<file path="config.mk">
export PLATFORM = sky130hd
export DESIGN_NAME = hex_word_tx
export DESIGN_NICKNAME = d
export VERILOG_FILES = /design/src/rtl/hex_tx_pkg.sv /design/src/rtl/hex_digit_enc.sv /design/src/rtl/hex_word_tx.sv
export SDC_FILE = /design/constraint.sdc
export NUM_CORES = 1
export LEC_CHECK = 0
export CORE_UTILIZATION = 45
export CTS_CLUSTER_DIAMETER = 100
export DETAILED_ROUTE_END_ITERATION = 12
export PLACE_DENSITY_LB_ADDON = 0.05
export SLEW_MARGIN = 20
export SYNTH_ARGS = -nofsm -noshare
export SYNTH_HDL_FRONTEND = slang
export SYNTH_SLANG_ARGS = --single-unit
export TNS_END_PERCENT = 30
</file>
<file path="constraint.sdc">
create_clock -name CLK -period 1.8 [get_ports CLK]
set_input_delay 0.36 -clock CLK [delete_from_list [all_inputs] [get_ports CLK]]
set_output_delay 0.36 -clock CLK [all_outputs]
set_load 0.01 [all_outputs]
</file>
<file path="src/rtl/hex_tx_pkg.sv">
// rtl/hex_tx_pkg.sv - shared state encoding and ASCII constants for the hex word transmitter
package hex_tx_pkg;

    typedef enum logic [1:0] {
        ST_IDLE  = 2'd0,
        ST_ISSUE = 2'd1,
        ST_WAIT  = 2'd2
    } hex_tx_state_t;

    localparam logic [7:0] ASCII_CR      = 8'h0D;
    localparam logic [7:0] ASCII_LF      = 8'h0A;
    localparam logic [7:0] ASCII_SP      = 8'h20;
    localparam logic [7:0] ASCII_ZERO    = 8'h30;
    localparam logic [7:0] ASCII_UPPER_A = 8'h41;
    localparam logic [7:0] ASCII_LOWER_A = 8'h61;

endpackage

</file>
<file path="src/rtl/hex_digit_enc.sv">
// rtl/hex_digit_enc.sv - maps one 4-bit nibble to its ASCII hex digit
module hex_digit_enc #(
    parameter bit UPPERCASE = 1'b1
) (
    input  logic [3:0] nibble,
    output logic [7:0] ascii
);
    import hex_tx_pkg::*;

    localparam logic [7:0] ALPHA_BASE = UPPERCASE ? ASCII_UPPER_A : ASCII_LOWER_A;

    // Digits 0-9 offset from '0', digits A-F offset from the selected letter case
    always_comb begin
        if (nibble < 4'd10) begin
            ascii = ASCII_ZERO + {4'h0, nibble};
        end else begin
            ascii = ALPHA_BASE + {4'h0, nibble} - 8'd10;
        end
    end

endmodule

</file>
<file path="src/rtl/hex_word_tx.sv">
// rtl/hex_word_tx.sv - prints a word as ASCII hex to a UART; HEX_WORD_TX_CRLF_EN appends CR/LF
module hex_word_tx #(
    parameter int         NIBBLES   = 4,
    parameter bit         UPPERCASE = 1'b1,
    parameter logic [7:0] SEP_CHAR  = 8'h20
) (
    input  logic                   CLK,
    input  logic                   RST,
    input  logic [4*NIBBLES-1:0]   in_data,
    input  logic                   in_valid,
    output logic                   in_ready,
    output logic [7:0]             tx_data,
    output logic                   tx_enable,
    input  logic                   tx_busy,
    output logic                   busy,
    output logic                   word_done
);
    import hex_tx_pkg::*;

    localparam int HAS_SEP = (SEP_CHAR != 8'h00) ? 1 : 0;
`ifdef HEX_WORD_TX_CRLF_EN
    localparam int N_TAIL  = HAS_SEP + 2;
`else
    localparam int N_TAIL  = HAS_SEP;
`endif
    localparam int N_CHARS = NIBBLES + N_TAIL;
    // Sized for NIBBLES+3 positions so the index never wraps inside a word
    localparam int IDX_W   = $clog2(NIBBLES + 4);
    localparam logic [IDX_W-1:0] LAST_IDX  = IDX_W'(N_CHARS - 1);
    localparam logic [IDX_W-1:0] DIGIT_END = IDX_W'(NIBBLES);

    hex_tx_state_t          state_q, state_d;
    logic [4*NIBBLES-1:0]   shift_q, shift_d;
    logic [IDX_W-1:0]       idx_q, idx_d;
    logic                   word_done_q, word_done_d;

    logic [7:0]             digit_char;
    logic [7:0]             tail_char;
    logic [7:0]             cur_char;

    // The current digit is always the top nibble; the register shifts left as digits complete
    hex_digit_enc #(
        .UPPERCASE (UPPERCASE)
    ) u_digit_enc (
        .nibble (shift_q[4*NIBBLES-1 -: 4]),
        .ascii  (digit_char)
    );

    // Select the separator / line-ending byte for index positions past the digits
    always_comb begin
        tail_char = 8'h00;
        if (HAS_SEP != 0 && idx_q == DIGIT_END) begin
            tail_char = SEP_CHAR;
        end
`ifdef HEX_WORD_TX_CRLF_EN
        else if (idx_q == IDX_W'(NIBBLES + HAS_SEP)) begin
            tail_char = ASCII_CR;
        end else if (idx_q == IDX_W'(NIBBLES + HAS_SEP + 1)) begin
            tail_char = ASCII_LF;
        end
`endif
    end

    // Outputs depend only on registered state and index, so tx_data holds through ISSUE and WAIT
    always_comb begin
        cur_char  = (idx_q < DIGIT_END) ? digit_char : tail_char;
        in_ready  = (state_q == ST_IDLE);
        busy      = (state_q != ST_IDLE);
        tx_enable = (state_q == ST_ISSUE);
        tx_data   = (state_q == ST_IDLE) ? 8'h00 : cur_char;
        word_done = word_done_q;
    end

    // Next-state: accept in IDLE, request in ISSUE, wait for the UART to finish in WAIT
    always_comb begin
        state_d     = state_q;
        shift_d     = shift_q;
        idx_d       = idx_q;
        word_done_d = 1'b0;
        unique case (state_q)
            ST_IDLE: begin
                if (in_valid) begin
                    shift_d = in_data;
                    idx_d   = '0;
                    state_d = ST_ISSUE;
                end
            end
            ST_ISSUE: begin
                if (tx_busy) begin
                    state_d = ST_WAIT;
                end
            end
            ST_WAIT: begin
                if (!tx_busy) begin
                    if (idx_q == LAST_IDX) begin
                        state_d     = ST_IDLE;
                        word_done_d = 1'b1;
                    end else begin
                        idx_d   = idx_q + 1'b1;
                        state_d = ST_ISSUE;
                        if (idx_q < DIGIT_END) begin
                            shift_d = shift_q << 4;
                        end
                    end
                end
            end
            default: begin
                state_d = ST_IDLE;
            end
        endcase
    end

    // State register; reset discards any in-flight word
    always_ff @(posedge CLK) begin
        if (RST) begin
            state_q     <= ST_IDLE;
            shift_q     <= '0;
            idx_q       <= '0;
            word_done_q <= 1'b0;
        end else begin
            state_q     <= state_d;
            shift_q     <= shift_d;
            idx_q       <= idx_d;
            word_done_q <= word_done_d;
        end
    end

endmodule

</file>
==> results.sh <==
export IMPL_end_kind="output port"
export IMPL_yosysUniqueCellTypes=33
export IMPL_die_y_um=53.37
export IMPL_core_um2=2477
export IMPL_cp_top_family="simple AND/OR/NAND/NOR gates"
export IMPL_path_depth=6
export IMPL_htreeDepth=1
export IMPL_maxCapViolCount=0
export IMPL_cp_start_kind="flop"
export IMPL_area_growth_pct=36.57
export IMPL_numClockSinks=22
export IMPL_r2r_setup_slack_ns=0.17
export IMPL_num_nets_final=191
export IMPL_syn_area_um2=1187
export IMPL_use_met3=0.03448
export IMPL_hpwlAfterDp_mm=1.868
export IMPL_cts_inserted_buffers=3
export IMPL_placementRows=18
export IMPL_critPathMaxFanout=2
export IMPL_top_level_ports=32
export IMPL_setup_viol=1
export IMPL_start_util=0.4793
export IMPL_clock_root_buffer="clkbuf_4"
export IMPL_hold_violations=0
export IMPL_violations="setup timing"
export IMPL_drc_errors=0
export IMPL_clock_latency_ns=0.31
export IMPL_min_from="shift_q[2]"
export IMPL_setup_ws_ns=-0.07501
export IMPL_die_area_um2=2848
export IMPL_pwr_density_cell_nw_per_um2=779.9
export IMPL_drive_gt1_frac=0.2814
export IMPL_outcome="finished with violations"
export IMPL_place_gp_congestion=0.7894
export IMPL_hp_class="flop to flop"
export IMPL_cts_buffer_depth=2
export IMPL_via_per_inst=5.330
export IMPL_clock_skew_ns=0.006475
export IMPL_clkTransAtPathRegs_ns=0.13
export IMPL_cts_tree="done"
export IMPL_whs_ns=0.4936
export IMPL_worstSetupPathType="flop to output port"
export IMPL_ys_seq_area_frac=0.3709
export IMPL_vias=1050
export IMPL_worstReg2RegStart="idx_q[0]"
export IMPL_finalCriticalPeriod_ns=1.875
export IMPL_track_usage=0.1865
export IMPL_synth_nets=151
export IMPL_r2r_cells=6
export IMPL_use_met2=0.3063
export IMPL_diodes=0
export IMPL_grt_busiest_layer="met2"
export IMPL_wl_per_cell_um=12.53
export IMPL_slowest_stage="dfxtp_1"
export IMPL_grt_setup_unrepaired="true"
export IMPL_fmax_ghz=0.5333
export IMPL_synth_seq_cells=22
export IMPL_dieWidth_um=53.37
export IMPL_postCtsSetupBuffers=0
export IMPL_finalCritPeriodShare=1.042
export IMPL_grt_use_met1=0.2448
export IMPL_worstPathCellList="inv_1 -> ha_2 -> nand2_1 -> or3_1 -> a21oi_2 -> buf_2"
export IMPL_grt_pass1_vias=880
export IMPL_ant_nets=0
export IMPL_total_power_mw=1.265
export IMPL_antenna_found_initial=0
export IMPL_drt_initial_drc_count=19
export IMPL_max_stage_delay_ns=0.33
export IMPL_grt_pass1_wl_mm=3.884
export IMPL_min_path_cells=1
export IMPL_p_leak_nw=0.6399
export IMPL_synthesis_instances=128
export IMPL_grt_max_degree=20
export IMPL_avgSynthCellArea_um2=9.276
export IMPL_min_to="shift_q[2]"
export IMPL_final_common_cell="clkdlybuf4s50_1"
export IMPL_slew_viol_final=0
export IMPL_firstDrtPassIters=4
export IMPL_yosys_warnings=0
export IMPL_cp_num_buf_inv=2
export IMPL_portBuffers=30
export IMPL_reg2reg_to="idx_q[2]"
export IMPL_worst_ep_arrival_time_ns=1.52
export IMPL_final_cell_mix="clkdlybuf4s50_1, dfxtp_1, nor2_1"
export IMPL_wl_mm=2.468
export IMPL_grt_overflow_total=0
export IMPL_nFillCells=225
export IMPL_required_ns=1.44
export IMPL_vdd_ir_drop_max_mv=0.5374
[how the worst max path moves through the flow]
stage                      startpoint          to
after floorplan            state_q[1]  tx_data[3]
after global placement    shift_q[12]  tx_data[2]
after detailed placement  shift_q[12]  tx_data[2]
after CTS                 shift_q[12]  tx_data[2]
after global routing      shift_q[13]  tx_data[2]
final                     shift_q[12]  tx_data[2]
[worst register-to-register path, delay by kind of cell (launching register included)]
kind            cells  cell delay [ns]
compound gates      1             0.18
fa+ha+maj           1             0.20
buf+inv             1             0.06
flops               1             0.39
simple gates        3             0.77
[per-layer routing]
metal  vias up  routed length (um)
li1        528                   -
met1       492                1187
met2        26                1148
met3         4                 105
met4         0                  27
met5         -                   0
[per-stage QoR]
step / TNS [ns] / instances / util / area [um^2] / setup WS (ns)
2_1_floorplan: 0 / 128 / - / 1187 / 0.08857
3_3_place_gp: -0.1892 / 193 / 0.6379 / 1580 / -0.08770
3_5_place_dp: -0.3579 / 193 / 0.6379 / 1580 / -0.1347
4_1_cts: -0.09950 / 197 / 0.6480 / 1605 / -0.08118
5_1_grt: -0.2763 / 197 / 0.6545 / 1622 / -0.1682
6_report: -0.07501 / 197 / 0.6545 / 1622 / -0.07501
[logic make-up (layout without fill, tap and decap cells)]
group,after synthesis,count (layout),share of synthesized area
mux,12,12,0.1012
simple gates,40,40,0.1707
xor+xnor,2,2,0.01476
buf+inv,16,55,0.07797
flops,22,22,0.3709
compound gates,32,32,0.2297
other cells,1,1,0.003158
fa+ha+maj,3,3,0.03162
[registers in the layout, indices dropped and copies added (netlist names)]
signal     flops
word_done      1
idx_q          3
shift_q       16
state_q        2
[synth_stat cells, drive strengths merged]
cell type	instances	area [um^2]
mux2i	12	120.1
o2bb2ai	1	8.760
a21oi	6	30.03
ha	3	37.54
nand2b	2	12.51
or4b	1	10.01
or4	1	7.510
clkbuf	3	11.26
nor3b	1	12.51
o211ai	1	7.510
nor3	1	5.000
nor4b	1	8.760
nor2b	4	27.53
or3	2	12.51
nand2	7	26.28
xnor2	2	17.52
a21o	1	7.510
o21ai	4	20.02
inv	6	22.52
buf	7	58.80
conb	1	3.750
nor4	1	6.260
a22o	4	35.03
a211oi	13	147.6
o21ba	1	10.01
nor2	18	67.56
a31oi	1	6.260
or2	1	6.260
dfxtp	22	440.4
[where the power goes]
group,switching [mW],internal [mW],leakage [nW],total (mW)
Combinational,0.155,0.174,0.430,0.328
Clock,0.157,0.225,0.0279,0.382
Sequential,0.0260,0.528,0.182,0.554
Total,0.338,0.927,0.640,1.26
[cell type report]
type	instances	area, um^2	share of cell area
flip-flops and latches	22	444.2	0.2739
repair buffers	45	390.4	0.2407
clock buffers	3	22.52	0.01389
well taps	30	37.54	0.02315
clock inverters	1	30.03	0.01852
inverters	6	22.52	0.01389
multi-input cells	90	674.4	0.4159
[timing repair]
action	CTS	global route
resized for setup	37	6
hold buffers	0	0
setup endpoints to repair	9	6
pin swaps	0	1
No activity file was read; power rests on OpenSTA's default activity.
